--- config.mk ---
export PLATFORM = sky130hd
export DESIGN_NAME = alu_seq_ctrl
export DESIGN_NICKNAME = d
export VERILOG_FILES = /design/src/rtl/alu_pkg.sv /design/src/rtl/alu_iter_unit.sv /design/src/rtl/alu_seq_ctrl.sv
export SDC_FILE = /design/constraint.sdc
export NUM_CORES = 1
export LEC_CHECK = 0
export ABC_CLOCK_PERIOD_IN_PS = 3550
export BUFFER_PORTS_ARGS = -buffer_cell sky130_fd_sc_hd__buf_2
export CORE_ASPECT_RATIO = 1.4
export CORE_MARGIN = 5
export CORE_UTILIZATION = 54
export CTS_BUF_LIST = sky130_fd_sc_hd__clkbuf_2
export DETAILED_ROUTE_END_ITERATION = 8
export PLACE_DENSITY = 0.8
export SLEW_MARGIN = 20
export SYNTH_ARGS = -nofsm -noshare
export SYNTH_HDL_FRONTEND = slang
export SYNTH_SLANG_ARGS = --single-unit
--- constraint.sdc ---
create_clock -name clk -period 3.55 [get_ports clk]
set_clock_uncertainty 0.2 [all_clocks]
set_input_delay 0.1775 -clock clk [delete_from_list [all_inputs] [get_ports clk]]
set_output_delay 0.1775 -clock clk [all_outputs]
set_load 0.005 [all_outputs]
--- src/rtl/alu_pkg.sv ---
// Shared definitions for the sequenced ALU: function codes, FSM states, default width.
package alu_pkg;

    localparam int ALU_WIDTH = 6;

    typedef enum logic [1:0] {
        FUNC_ADD = 2'b00,
        FUNC_SUB = 2'b01,
        FUNC_MUL = 2'b10,
        FUNC_DIV = 2'b11
    } func_e;

    typedef enum logic [1:0] {
        ST_IDLE = 2'b00,
        ST_CALC = 2'b01,
        ST_DONE = 2'b10
    } state_e;

endpackage

--- src/rtl/alu_iter_unit.sv ---
// One iteration of shift-add multiply or restoring divide on the {acc, q} pair.
// A single (width+1)-bit adder serves both: mul adds b (or 0) to acc,
// div subtracts b from {acc, q msb} via two's complement.
module alu_iter_unit #(
    parameter int width = 6
) (
    input  logic             is_div,
    input  logic [width-1:0] acc,
    input  logic [width-1:0] q,
    input  logic [width-1:0] b,
    output logic [width-1:0] acc_nxt,
    output logic [width-1:0] q_nxt
);

    logic [width:0]   lhs;
    logic [width:0]   rhs;
    logic [width+1:0] sum;

    // Shared adder plus per-operation result steering
    always_comb begin
        lhs = is_div ? {acc, q[width-1]} : {1'b0, acc};
        if (is_div) begin
            rhs = ~{1'b0, b};
        end else begin
            rhs = q[0] ? {1'b0, b} : '0;
        end
        sum = {1'b0, lhs} + {1'b0, rhs} + {{(width+1){1'b0}}, is_div};

        if (is_div) begin
            // Carry out of the subtract means the trial remainder is non-negative
            if (sum[width+1]) begin
                acc_nxt = sum[width-1:0];
                q_nxt   = {q[width-2:0], 1'b1};
            end else begin
                acc_nxt = lhs[width-1:0];
                q_nxt   = {q[width-2:0], 1'b0};
            end
        end else begin
            // Product shifts right one bit; the low sum bit enters the q register
            acc_nxt = sum[width:1];
            q_nxt   = {sum[0], q[width-1:1]};
        end
    end

endmodule

--- src/rtl/alu_seq_ctrl.sv ---
// Sequencing controller: single-cycle add/sub, iterative mul/div (one bit per cycle),
// registered result with a one-cycle done pulse.
module alu_seq_ctrl
    import alu_pkg::*;
#(
    parameter int width = ALU_WIDTH
) (
    input  logic               clk,
    input  logic               rst,
    input  logic               start,
    input  logic [width-1:0]   a,
    input  logic [width-1:0]   b,
    input  logic [1:0]         func,
    output logic               busy,
    output logic               done,
    output logic [2*width-1:0] out,
    output logic               ovf
);

    localparam int CW = (width > 1) ? $clog2(width) : 1;
    localparam logic [CW-1:0] CNT_INIT = CW'(width - 1);

    state_e             state_q, state_d;
    logic [CW-1:0]      count_q, count_d;
    logic [width-1:0]   acc_q, acc_d;
    logic [width-1:0]   q_q, q_d;
    logic [width-1:0]   b_q, b_d;
    logic               div_q, div_d;
    logic [2*width-1:0] out_q, out_d;
    logic               ovf_q, ovf_d;

    logic [width-1:0]   acc_nxt, q_nxt;
    logic [width:0]     add_res, sub_res;

    alu_iter_unit #(.width(width)) u_iter (
        .is_div  (div_q),
        .acc     (acc_q),
        .q       (q_q),
        .b       (b_q),
        .acc_nxt (acc_nxt),
        .q_nxt   (q_nxt)
    );

    // Next-state, datapath capture and result write
    always_comb begin
        state_d = state_q;
        count_d = count_q;
        acc_d   = acc_q;
        q_d     = q_q;
        b_d     = b_q;
        div_d   = div_q;
        out_d   = out_q;
        ovf_d   = ovf_q;
        add_res = {1'b0, a} + {1'b0, b};
        sub_res = {1'b0, a} - {1'b0, b};

        case (state_q)
            ST_IDLE: begin
                if (start) begin
                    case (func_e'(func))
                        FUNC_ADD: begin
                            out_d   = {{width{1'b0}}, add_res[width-1:0]};
                            ovf_d   = add_res[width];
                            state_d = ST_DONE;
                        end
                        FUNC_SUB: begin
                            // Bit width of the extended difference is the borrow
                            out_d   = {{width{1'b0}}, sub_res[width-1:0]};
                            ovf_d   = sub_res[width];
                            state_d = ST_DONE;
                        end
                        default: begin
                            if (func_e'(func) == FUNC_DIV && b == '0) begin
                                out_d   = '1;
                                ovf_d   = 1'b1;
                                state_d = ST_DONE;
                            end else begin
                                acc_d   = '0;
                                q_d     = a;
                                b_d     = b;
                                div_d   = (func_e'(func) == FUNC_DIV);
                                count_d = CNT_INIT;
                                state_d = ST_CALC;
                            end
                        end
                    endcase
                end
            end
            ST_CALC: begin
                acc_d = acc_nxt;
                q_d   = q_nxt;
                if (count_q == '0) begin
                    out_d   = {acc_nxt, q_nxt};
                    ovf_d   = 1'b0;
                    state_d = ST_DONE;
                end else begin
                    count_d = count_q - 1'b1;
                end
            end
            ST_DONE: state_d = ST_IDLE;
            default: state_d = ST_IDLE;
        endcase
    end

    // State and datapath registers, synchronous reset
    always_ff @(posedge clk) begin
        if (rst) begin
            state_q <= ST_IDLE;
            count_q <= '0;
            acc_q   <= '0;
            q_q     <= '0;
            b_q     <= '0;
            div_q   <= 1'b0;
            out_q   <= '0;
            ovf_q   <= 1'b0;
        end else begin
            state_q <= state_d;
            count_q <= count_d;
            acc_q   <= acc_d;
            q_q     <= q_d;
            b_q     <= b_d;
            div_q   <= div_d;
            out_q   <= out_d;
            ovf_q   <= ovf_d;
        end
    end

    assign busy = (state_q != ST_IDLE);
    assign done = (state_q == ST_DONE);
    assign out  = out_q;
    assign ovf  = ovf_q;

endmodule
# ---- Yosys cells after proc, flatten, opt, wreduce, memory -nomap -nowiden
# Index checks and enable logic that the tools add are counted.
dict set report totals {
  reg_bits 37
  input_bits 17
  out_inout_bits 15
}
dict set report op_classes {
  add_sub_neg 5
  n_eq_ne 10
  muxes 35
  bitwise_logic 3
  reduce_logical 13
}
# operator count
set op_table {}
lappend op_table {{two-way mux 6 bit} 10}
lappend op_table {{one-hot mux 12 bit (2 select lines)} 2}
lappend op_table {{two-way mux 12 bit} 3}
lappend op_table {{one-hot mux 6 bit (2 select lines)} 2}
lappend op_table {{two-way mux 7 bit} 2}
lappend op_table {{two-way mux 3 bit} 4}
lappend op_table {{AND reduction 4 bit} 3}
lappend op_table {{!= test 2 bit, second input constant} 5}
lappend op_table {{adder 7 x 7 -> 8 bit} 1}
lappend op_table {{adder 8 x 1 -> 8 bit} 1}
lappend op_table {{two-way mux 2 bit} 4}
lappend op_table {{adder 6 x 6 -> 7 bit} 1}
lappend op_table {{NOT 6 -> 7 bit} 1}
lappend op_table {{subtractor 6 x 6 -> 7 bit} 1}
lappend op_table {{zero test 6 bit} 1}
lappend op_table {{one-hot mux 3 bit (2 select lines)} 1}
lappend op_table {{AND reduction 5 bit} 1}
lappend op_table {{equality test 2 x 1 -> 1 bit, second input constant} 2}
lappend op_table {{equality test 2 bit, second input constant} 2}
lappend op_table {{zero test 2 bit} 2}
lappend op_table {{two-way mux 1 bit} 4}
lappend op_table {{!= test 4 x 2 -> 1 bit, second input constant} 1}
lappend op_table {{one-hot mux 1 bit (2 select lines)} 2}
lappend op_table {{one-hot mux 2 bit (2 select lines)} 1}
lappend op_table {{7 further kinds} 9}

# ---- Logic depth before layout (Yosys ltp)
# Gate-level depths: netlist of the first run.
dict set report logic_depth {
  ltp_word 8
  depth_mapped 12
}

# ---- Cells and area by module
# A second synthesis of the first run with hierarchy kept.
dict set report hier_totals {
  cells_unflattened 340
  area_unflattened_um2 2635.0
}
# module n_inst cells_each area_each_um2 seq_area_each_um2
set modules_own_cells {}
lappend modules_own_cells {alu_seq_ctrl 1 254 2020.7 740.7}
lappend modules_own_cells {alu_iter_unit 1 86 614.3 0.0}

# ---- Least setup slack after synthesis of the first run
# No wires, ideal clock.
dict set report synth_path {
  kind {register to register}
  start {register div_q}
  end {register out_q[9], in the netlist out[9]}
  setup_time_ns 0.086
  arrival_time_ns 3.199
  path_slack_ns 0.065
  path_stages_with_launch 13
  n_path_buf 3
  cell_sequence {dfxtp_1 -> clkbuf_1 -> buf_1 -> buf_1 -> mux2i_1 -> fa_1 -> fa_1 -> a211oi_1 -> nor3b_1 -> nor2_1 -> o21ai_0 -> a21o_1 -> a211oi_1}
}
dict set report synth_via {
  elab_chain_cells 7
  elab_cells_between_ends 8
  cone_classes {add/sub (2); mux (6)}
}
# item line
set synth_rtl {}
lappend synth_rtl {{from (decl)} alu_seq_ctrl.sv:28} ;# logic div_q, div_d;
lappend synth_rtl {{from (signal assigned)} alu_seq_ctrl.sv:122} ;# div_q <= div_d;
lappend synth_rtl {{two-way mux 7 bit (on tied branches)} {alu_iter_unit.sv:21, alu_iter_unit.sv:22}}
lappend synth_rtl {{adder 7 x 7 -> 8 bit} alu_iter_unit.sv:27} ;# sum = {1'b0, lhs} + {1'b0, rhs} + {{(width+1){1'b0}}, is_div};
lappend synth_rtl {{adder 8 x 1 -> 8 bit} alu_iter_unit.sv:27}
lappend synth_rtl {{two-way mux 6 bit} alu_iter_unit.sv:31} ;# if (sum[width+1]) begin
lappend synth_rtl {{two-way mux 6 bit (*)} alu_iter_unit.sv:29} ;# if (is_div) begin
lappend synth_rtl {{two-way mux 12 bit (*)} alu_seq_ctrl.sv:92} ;# if (count_q == '0) begin
lappend synth_rtl {{one-hot mux 12 bit (2 select lines) (*)} alu_seq_ctrl.sv:57} ;# case (state_q)
lappend synth_rtl {{to (signal assigned)} alu_seq_ctrl.sv:123} ;# out_q <= out_d;
lappend synth_rtl {{to (decl)} alu_seq_ctrl.sv:29} ;# logic [2*width-1:0] out_q, out_d;
# Every way passes the cells marked *; elsewhere a longest branch is shown, timed or not. The select of a mux whose other input is x is not followed.
# A chain may end at the register's enable or synchronous reset.

# ---- Worst setup path in the final report of the first run
dict set report layout_path {
  start {register div_q}
  end {register acc_q[3]}
}
dict set report layout_via {
  elab_chain_cells 6
  elab_cells_between_ends 7
  cone_classes {add/sub (2); mux (5)}
}
# item line
set layout_rtl {}
lappend layout_rtl {{two-way mux 7 bit (on tied branches)} {alu_iter_unit.sv:21, alu_iter_unit.sv:22}}
lappend layout_rtl {{adder 7 x 7 -> 8 bit} alu_iter_unit.sv:27}
lappend layout_rtl {{adder 8 x 1 -> 8 bit} alu_iter_unit.sv:27}
lappend layout_rtl {{two-way mux 6 bit} alu_iter_unit.sv:31}
lappend layout_rtl {{two-way mux 6 bit (*)} alu_iter_unit.sv:29}
lappend layout_rtl {{one-hot mux 6 bit (2 select lines) (*)} alu_seq_ctrl.sv:57}
lappend layout_rtl {{to (signal assigned)} alu_seq_ctrl.sv:110} ;# acc_q <= '0;
lappend layout_rtl {{to (signal assigned)} alu_seq_ctrl.sv:119} ;# acc_q <= acc_d;
lappend layout_rtl {{to (decl)} alu_seq_ctrl.sv:25} ;# logic [width-1:0] acc_q, acc_d;
# Every way passes the cells marked *; elsewhere a longest branch is shown, timed or not.

==> out/summary.md, run 1 <==
The run finished with clean final reports. For the placer's final routability congestion estimate, the log shows 0.910. IR analysis of the VDD net gives a maximum drop of 0.000212 V. Entering global routing, the biggest net connects 38 pins. The count of nets left with antenna violations once routing finished came out at 0.

Total congestion overflow: 0. Synthesis produced 328 cells. TritonCTS built the clock tree.

After detailed routing, the total wire length is 6500 microns. The repair_antennas step left the layout with diodes totalling 0. Setup repair after global routing left no endpoint under its margin. Summing all multi-input logic gate instances after layout gives 1690 sq um.

The logs give 0 for the number of max-slew violations in the final report and 3620 ps for the required time at the worst-slack endpoint. The library cells used most frequently in the layout, excluding fill and tap cells, are sky130_fd_sc_hd__nor2_1, sky130_fd_sc_hd__dfxtp_1, sky130_fd_sc_hd__a21oi_1, sky130_fd_sc_hd__buf_2, sky130_fd_sc_hd__nand2_1. The first detailed-routing pass took 4 iterations.

The number of input and output port buffers inserted came out at 31. The run gives 4950 microns as the total half-perimeter wirelength after legalization and detailed placement. Post-CTS repair changed the size of 0 cells.

For the number of buffers added for setup after CTS, the log shows 0. After synthesis, the share of flip-flops with an asynchronous set or reset is 0%. The synthesized net count is 368. The average wire per standard cell works out to 15.3 microns. Path class of the lowest-slack min-delay path: input port to register.

Buffers inserted during clock tree synthesis total 5. In this run the horizontal extent of the chip is 68.3 microns. The number of flip-flops and latches in the synthesized netlist was 37. The total leakage power is 1.30 nW.

In the final design database the tool counted 403 nets. Sequential elements use 28.8% of the synthesized area. The run gives 999 uW as the total power after layout. Adding up every negative setup slack in the final design gives 0 ps. Height of the chip: 91.7 microns.

The synthesis-to-finish area growth was 14.0%. The later pin in the worst-skew pair is clocked with a latency of 420 ps. The worst setup path is captured at a register. Number of hold violations in the final report: 0. The placement row count came out at 29.

Critical path launch point type: a register. After clock tree synthesis, the flow added hold-fix buffers numbering 11. The initial utilization of the core area, before any placement, comes to 56.3%. By startpoint and endpoint, the worst setup path is classified as register to register. The boundary pin count was 32; the max-capacitance violation count was 0.

The longest clock path from root to sink contains 2 buffers. The unique cell type count in the Yosys netlist was 42. The H-tree was split into 2 levels. At the pin with the least slew margin, the transition time is 672 ps. The fraction of final layout cells with drive strength greater than 1 was 14.6%.

In this run, synthesis inferred 0 flip-flops with an integrated enable. Derived from the worst setup path, the maximum achievable clock frequency is 0.331 GHz. The final routed DRC violation total was 0. The library cell used most frequently in the layout, excluding fill and tap cells, is sky130_fd_sc_hd__nor2_1. Period utilization: 85.2%.

For the mapped cell area, the log shows 2570 sq um. CTS placed an instance of sky130_fd_sc_hd__clkbuf_2 at the clock tree root. The run gives 0 as the initial antenna violation count.

The core footprint is 4570 sq um, and the via count is 2433. A synthesized cell averages 7.85 sq um. The post-route minimum period is 3020 ps.

The sequential cells in the finished layout cover a total of 741 sq um. Setup violations remaining at the end of the flow were counted as 0. The run gives 37 as the clock sink total. The logs give 0 for the number of warning messages in the yosys log and 3090 ps for the worst path arrival time.

The average vias per placed instance came out at 5.71. The logs give 55.2% for the remaining max-slew budget at the tightest pin and 412 for the number of filler instances in the final layout. Across every metal layer, demand over resource in global routing totals 22.3%. Power spread over the standard cell area amounts to 340 nW/um^2. The CTS clock-pin slew for the worst setup and hold paths is 210 ps. The run gives 159 as the number of design-rule violations left by the first detailed-router iteration.

The worst hold slack across all endpoints was 35.3 ps; the largest driver fanout on the critical path was 29. For this run, the leading register cell type out of synthesis is sky130_fd_sc_hd__dfxtp_1. The die covers 6270 sq um. The tools report the global-route wire length before repair as 10700 microns. The via count of the first global-routing pass was 2347.
==> cell type report <==
type,count,area share (%)
clock buffer,5,0.853
tap,62,2.64
sequential,37,25.2
inverter,19,2.43
timing repair buffer,45,9.80
clock inverter,3,1.49
multi-input combinational,255,57.5
==> critical path, stage by stage (launching register included) <==
cell,delay [ps]
sky130_fd_sc_hd__dfxtp_1,400
sky130_fd_sc_hd__buf_4,300
sky130_fd_sc_hd__mux2_2,370
sky130_fd_sc_hd__ha_1,320
sky130_fd_sc_hd__a21o_1,170
sky130_fd_sc_hd__a211oi_1,270
sky130_fd_sc_hd__and2_1,380
sky130_fd_sc_hd__mux2i_1,260
sky130_fd_sc_hd__a21o_1,170
sky130_fd_sc_hd__a21oi_1,70
==> cells in the mapped netlist (all sizes together) (7+ instances only) <==
| library cell | number | area share, % |
|---|---|---|
| dfxtp | 37 | 29 |
| buf | 10 | 1.8 |
| inv | 19 | 2.8 |
| mux2i | 15 | 5.8 |
| clkbuf | 7 | 1.0 |
| nor2b | 7 | 1.7 |
| nor3 | 14 | 2.7 |
| nand3 | 8 | 1.6 |
| a21o | 8 | 2.3 |
| a211oi | 14 | 4.1 |
| a21oi | 35 | 7.1 |
| mux2 | 7 | 3.1 |
| o21ai | 16 | 3.1 |
| nand2 | 27 | 3.9 |
| nor2 | 45 | 6.6 |
| ha | 19 | 9.2 |
==> registers in the layout, summed over array words and instances, names as in the netlist <==
register,count
div_q,1
b_q,6
count_q,3
q_q,6
ovf,1
out,12
state_q,2
acc_q,6
==> power by group <==
part           total, mW  switching [mW]  internal (mW)
Clock              0.278           0.157          0.121
Combinational      0.252           0.145          0.107
Sequential         0.469          0.0216          0.447
Total              0.999           0.324          0.675
==> routing by layer <==
layer	global-route usage [%]	up-vias	share of wire, %
met4	11.4	0	2.9
met1	24.5	1125	38
met2	39.1	67	54
met5	0	-	0
li1	-	1225	-
met3	4.16	16	5.2
==> cell families after synthesis <==
kind of cell | after synthesis | synth area share [%]
and+or+nand+nor | 115 | 20.3
adders and majority gates | 23 | 12.3
buffers and inverters | 36 | 5.59
muxes | 22 | 8.90
AOI/OAI and AO/OA | 89 | 22.0
DFF | 37 | 28.8
xor gates and xnor gates | 6 | 2.04
==> final timing paths <==
| kind | slack, ps | endpoint | startpoint | cells past startpoint |
|---|---|---|---|---|
| hold / removal | 40 | b_q[1]$_SDFFE_PP0P_ | b[1] | 5 |
| hold reg to reg | 280 | out[1]$_SDFFE_PP0P_ | out[1]$_SDFFE_PP0P_ | 2 |
| setup reg to reg | 530 | acc_q[3]$_SDFFE_PP0P_ | div_q$_SDFFE_PP0P_ | 9 |
| setup / recovery | 530 | acc_q[3]$_SDFFE_PP0P_ | div_q$_SDFFE_PP0P_ | 9 |
==> through the flow <==
stage | util (%) | setup slack, ps | instances | instance area (sq um)
6_report | 64.2 | 527 | 426 | 2940
5_1_grt | 64.2 | 287 | 426 | 2940
4_1_cts | 64.2 | 531 | 426 | 2940
3_5_place_dp | 60.3 | 531 | 407 | 2760
3_3_place_gp | 60.3 | 614 | 407 | 2760
2_1_floorplan | - | 65.1 | 328 | 2570
(Power assumes the default switching activity.)
==> inputs of run 2 (changes only) <==
--- a/config.mk
+++ b/config.mk
@@ -7,9 +7,11 @@
 export LEC_CHECK = 0
 export ABC_CLOCK_PERIOD_IN_PS = 3550
 export BUFFER_PORTS_ARGS = -buffer_cell sky130_fd_sc_hd__buf_2
+export CELL_PAD_IN_SITES_DETAIL_PLACEMENT = 1
+export CELL_PAD_IN_SITES_GLOBAL_PLACEMENT = 2
 export CORE_ASPECT_RATIO = 1.4
 export CORE_MARGIN = 5
-export CORE_UTILIZATION = 54
+export CORE_UTILIZATION = 32
 export CTS_BUF_LIST = sky130_fd_sc_hd__clkbuf_2
 export DETAILED_ROUTE_END_ITERATION = 8
 export PLACE_DENSITY = 0.8
==> run 2 against run 1 <==
Worst hold slack lost 18 ps; clock-buffer cell count is the same; critical path depth is the same; total power grew 1.7%; via count is essentially flat; flip-flop and latch count is the same; routed wire length grew 18%; global-route usage shrank 6.0 points; worst setup slack lost 180 ps; final area grew 1.4%; critical path type unchanged.
==> out/summary.md, run 2 (synthesized netlist as in run 1, its figures left out) <==
The flow ran to the end, and the final reports show no timing, DRC or antenna violations. The tools report the final routed DRC violation total as 0. The setup path with the least slack is of type register to register. In this run the power spent charging and discharging nets is 342 uW. The core region is 7800 sq um.

The tools report the number of levels in the clock H-tree as 2. The met1 capacity usage during global routing was 17.3%; the number of max-slew violations in the final report was 0. The register with the most flip-flops in the layout has 12 of them. After clock tree synthesis, the setup repair step added 0 buffers. The final cell count without fillers came out at 464. The min-delay analysis places its worst path in the category input port to register. The clock latency on the worst-skew pair is 420 ps, and the slew at the pin with the worst max-slew slack is 720 ps. For this run, the top clock speed supported by timing is 0.312 GHz.

Global routing finished with a remaining overflow of 0. The number of input and output port buffers inserted was 31; the area used by sequential logic in the layout was 741 sq um. Starting density of the core: 33.0%.

The first-pass iteration count of the detailed router is 4, and the average wire per standard cell is 16.5 microns. The multi-input combinational cells in the finished layout cover a total of 1690 sq um. After layout, the worst path uses 90.3% of the clock period. The tools report the maximum number of pins on one net before global-route repair as 38.

The largest driver fanout on the critical path was 11. The layer flagged by global routing as most heavily used is met2. The total routed wirelength was 7650 microns. The slowest stage of the critical path belongs to the cell sky130_fd_sc_hd__dfxtp_1. For the portion of total power attributed to the clock network, the log shows 28.2%.

Pin placement for this block handled 32 I/O pins. Summed over all nets, the half-perimeter wirelength after detailed placement is 6020 microns. In this design, the stage delay of the slowest critical-path cell is 650 ps.

At the worst endpoint, the arrival time is 3290 ps. After the first detailed-routing iteration, the DRC count stood at 59. Global routing consumed, on the met2 layer, 32.7% of the routing resources.

In this run the horizontal extent of the chip is 85.8 microns. The worst hold slack across all endpoints came out at 17.8 ps. In the layout the commonest cells are sky130_fd_sc_hd__nor2_1, sky130_fd_sc_hd__dfxtp_1, sky130_fd_sc_hd__a21oi_1, sky130_fd_sc_hd__buf_2, sky130_fd_sc_hd__nand2_1.

The via count of the first global-routing pass was 2602. The switching share of total power was 33.6%. The number of buffers on the longest clock path is 2.

The cell sitting at the root of the clock tree is a sky130_fd_sc_hd__clkbuf_2. The run gives 1.34% as the met3 capacity usage during global routing. The clock net in this run drives a total of 37 sinks.

The ratio of total power to cell area was 342 nW/um^2; the CTS clock-pin slew for the worst setup and hold paths was 220 ps. The number of nets at the end of the flow is 402. The required time at the worst-slack endpoint was 3640 ps; the average vias per placed instance was 5.25.

For this design the static power due to leakage is 1.29 nW. Across all layers, the routed design uses 2435 vias. The combinational share of power was 25.4%; the height of the chip was 116 microns.

Summed over all failing endpoints, the final setup total negative slack is 0 ps. Endpoint type of the worst setup path: a register. Initial antenna violation count: 1.

Setup repair after global routing left no endpoint under its margin. Measured against its own limit, the worst slew margin works out to 52.0%. The routed design could run at a clock period as short as 3210 ps. The tools report the residual antenna-violating net count after detailed routing as 0. Number of hold violations in the final report: 0. The layout has 973 filler cells.

The worst-case IR drop observed on VDD is 0.000198 V. Compared with the post-synthesis result, the final layout area differs by 15.6%. The sequential share of power is 46.4%. Traced cell by cell, the critical path runs through mux2_2, fa_1, fa_1, a211oi_1, nor3b_1, o21ai_0, a221oi_1, o21ai_0, a21oi_1. TritonCTS built the clock tree. The first global-routing pass estimated 12700 microns of wire. The max-capacitance violation count was 0. Placer's final routability congestion estimate: 0.819. Setup violations remaining at the end of the flow were counted as 0. For the global-route usage over all layers, the log shows 16.3%. The placement row count was 38. The die area is 9960 sq um. The most common cell after layout, fill and taps aside was sky130_fd_sc_hd__nor2_1. The worst setup path is launched from a register. The fraction of final layout cells with drive strength greater than 1 came out at 14.9%. The internal power summed over all cells was 674 uW.

In this run, placement finished with an instance count of 446. The tools report the total clock buffers created by CTS as 5.
run 2: cell count changes in the layout (fill, tap and decap cells not counted):
cell,delta
sky130_fd_sc_hd__clkinv_4,+1
sky130_fd_sc_hd__clkinvlp_4,+1
sky130_fd_sc_hd__clkinv_2,-1
sky130_fd_sc_hd__diode_2,+1
sky130_fd_sc_hd__buf_4,+1
sky130_fd_sc_hd__inv_6,-1
sky130_fd_sc_hd__dlygate4sd3_1,-2
run 2: repair_timing:
action | in CTS | in global routing
endpoints found under the hold margin | 10 | 0
gates resized for setup | 0 | 0
hold buffers | 9 | 0
run 2: power groups by stage:
stage	logic [mW]	clock network (mW)	registers, mW
CTS	0.263	0.293	0.473
finish	0.258	0.286	0.472
floorplan	0.169	0	0.473
detailed placement	0.254	0	0.481
global route	0.292	0.305	0.477
global placement	0.250	0	0.481
run 2: worst paths after layout:
check | startpoint | endpoint | slack, ps | depth (start not counted)
max | div_q$_SDFFE_PP0P_ | acc_q[5]$_SDFFE_PP0P_ | 340 | 9
min | a[3] | q_q[3]$_SDFFE_PP0P_ | 20 | 5
max reg2reg | div_q$_SDFFE_PP0P_ | acc_q[5]$_SDFFE_PP0P_ | 340 | 9
min reg2reg | out[1]$_SDFFE_PP0P_ | out[1]$_SDFFE_PP0P_ | 280 | 2
run 2: stage by stage:
step | utilization (%) | instance area [sq um] | worst slack (ps) | power [mW]
CTS | 38.1 | 2970 | 338 | 1.03
finish | 38.2 | 2980 | 344 | 1.02
global placement | 36.1 | 2810 | 423 | 0.731
floorplan | - | 2570 | 65.1 | 0.642
detailed placement | 36.1 | 2810 | 369 | 0.736
global route | 38.2 | 2980 | 117 | 1.07
run 2: per-layer routing:
metal / wire length [microns] / part of all wire, % / up-vias
met4: 150 / 2.0 / 0
met3: 180 / 2.4 / 8
li1: - / - / 1227
met5: 0 / 0 / -
met1: 3080 / 40 / 1173
met2: 4240 / 55 / 27
run 2: cell type report:
| cell class | instances | area share, % |
|---|---|---|
| Antenna cell | 1 | 0.0841 |
| Sequential cell | 37 | 24.9 |
| Clock inverter | 3 | 1.56 |
| Timing Repair Buffer | 44 | 9.25 |
| Clock buffer | 5 | 0.841 |
| Tap cell | 100 | 4.21 |
| Inverter | 19 | 2.40 |
| Multi-Input combinational cell | 255 | 56.8 |
run 2: critical path: cells and delay by family (launching register included):
family / cells / cell delay, ps
mux: 1 / 400
flops: 1 / 650
simple gates: 1 / 130
compound gates: 5 / 840
fa+ha+maj: 2 / 860
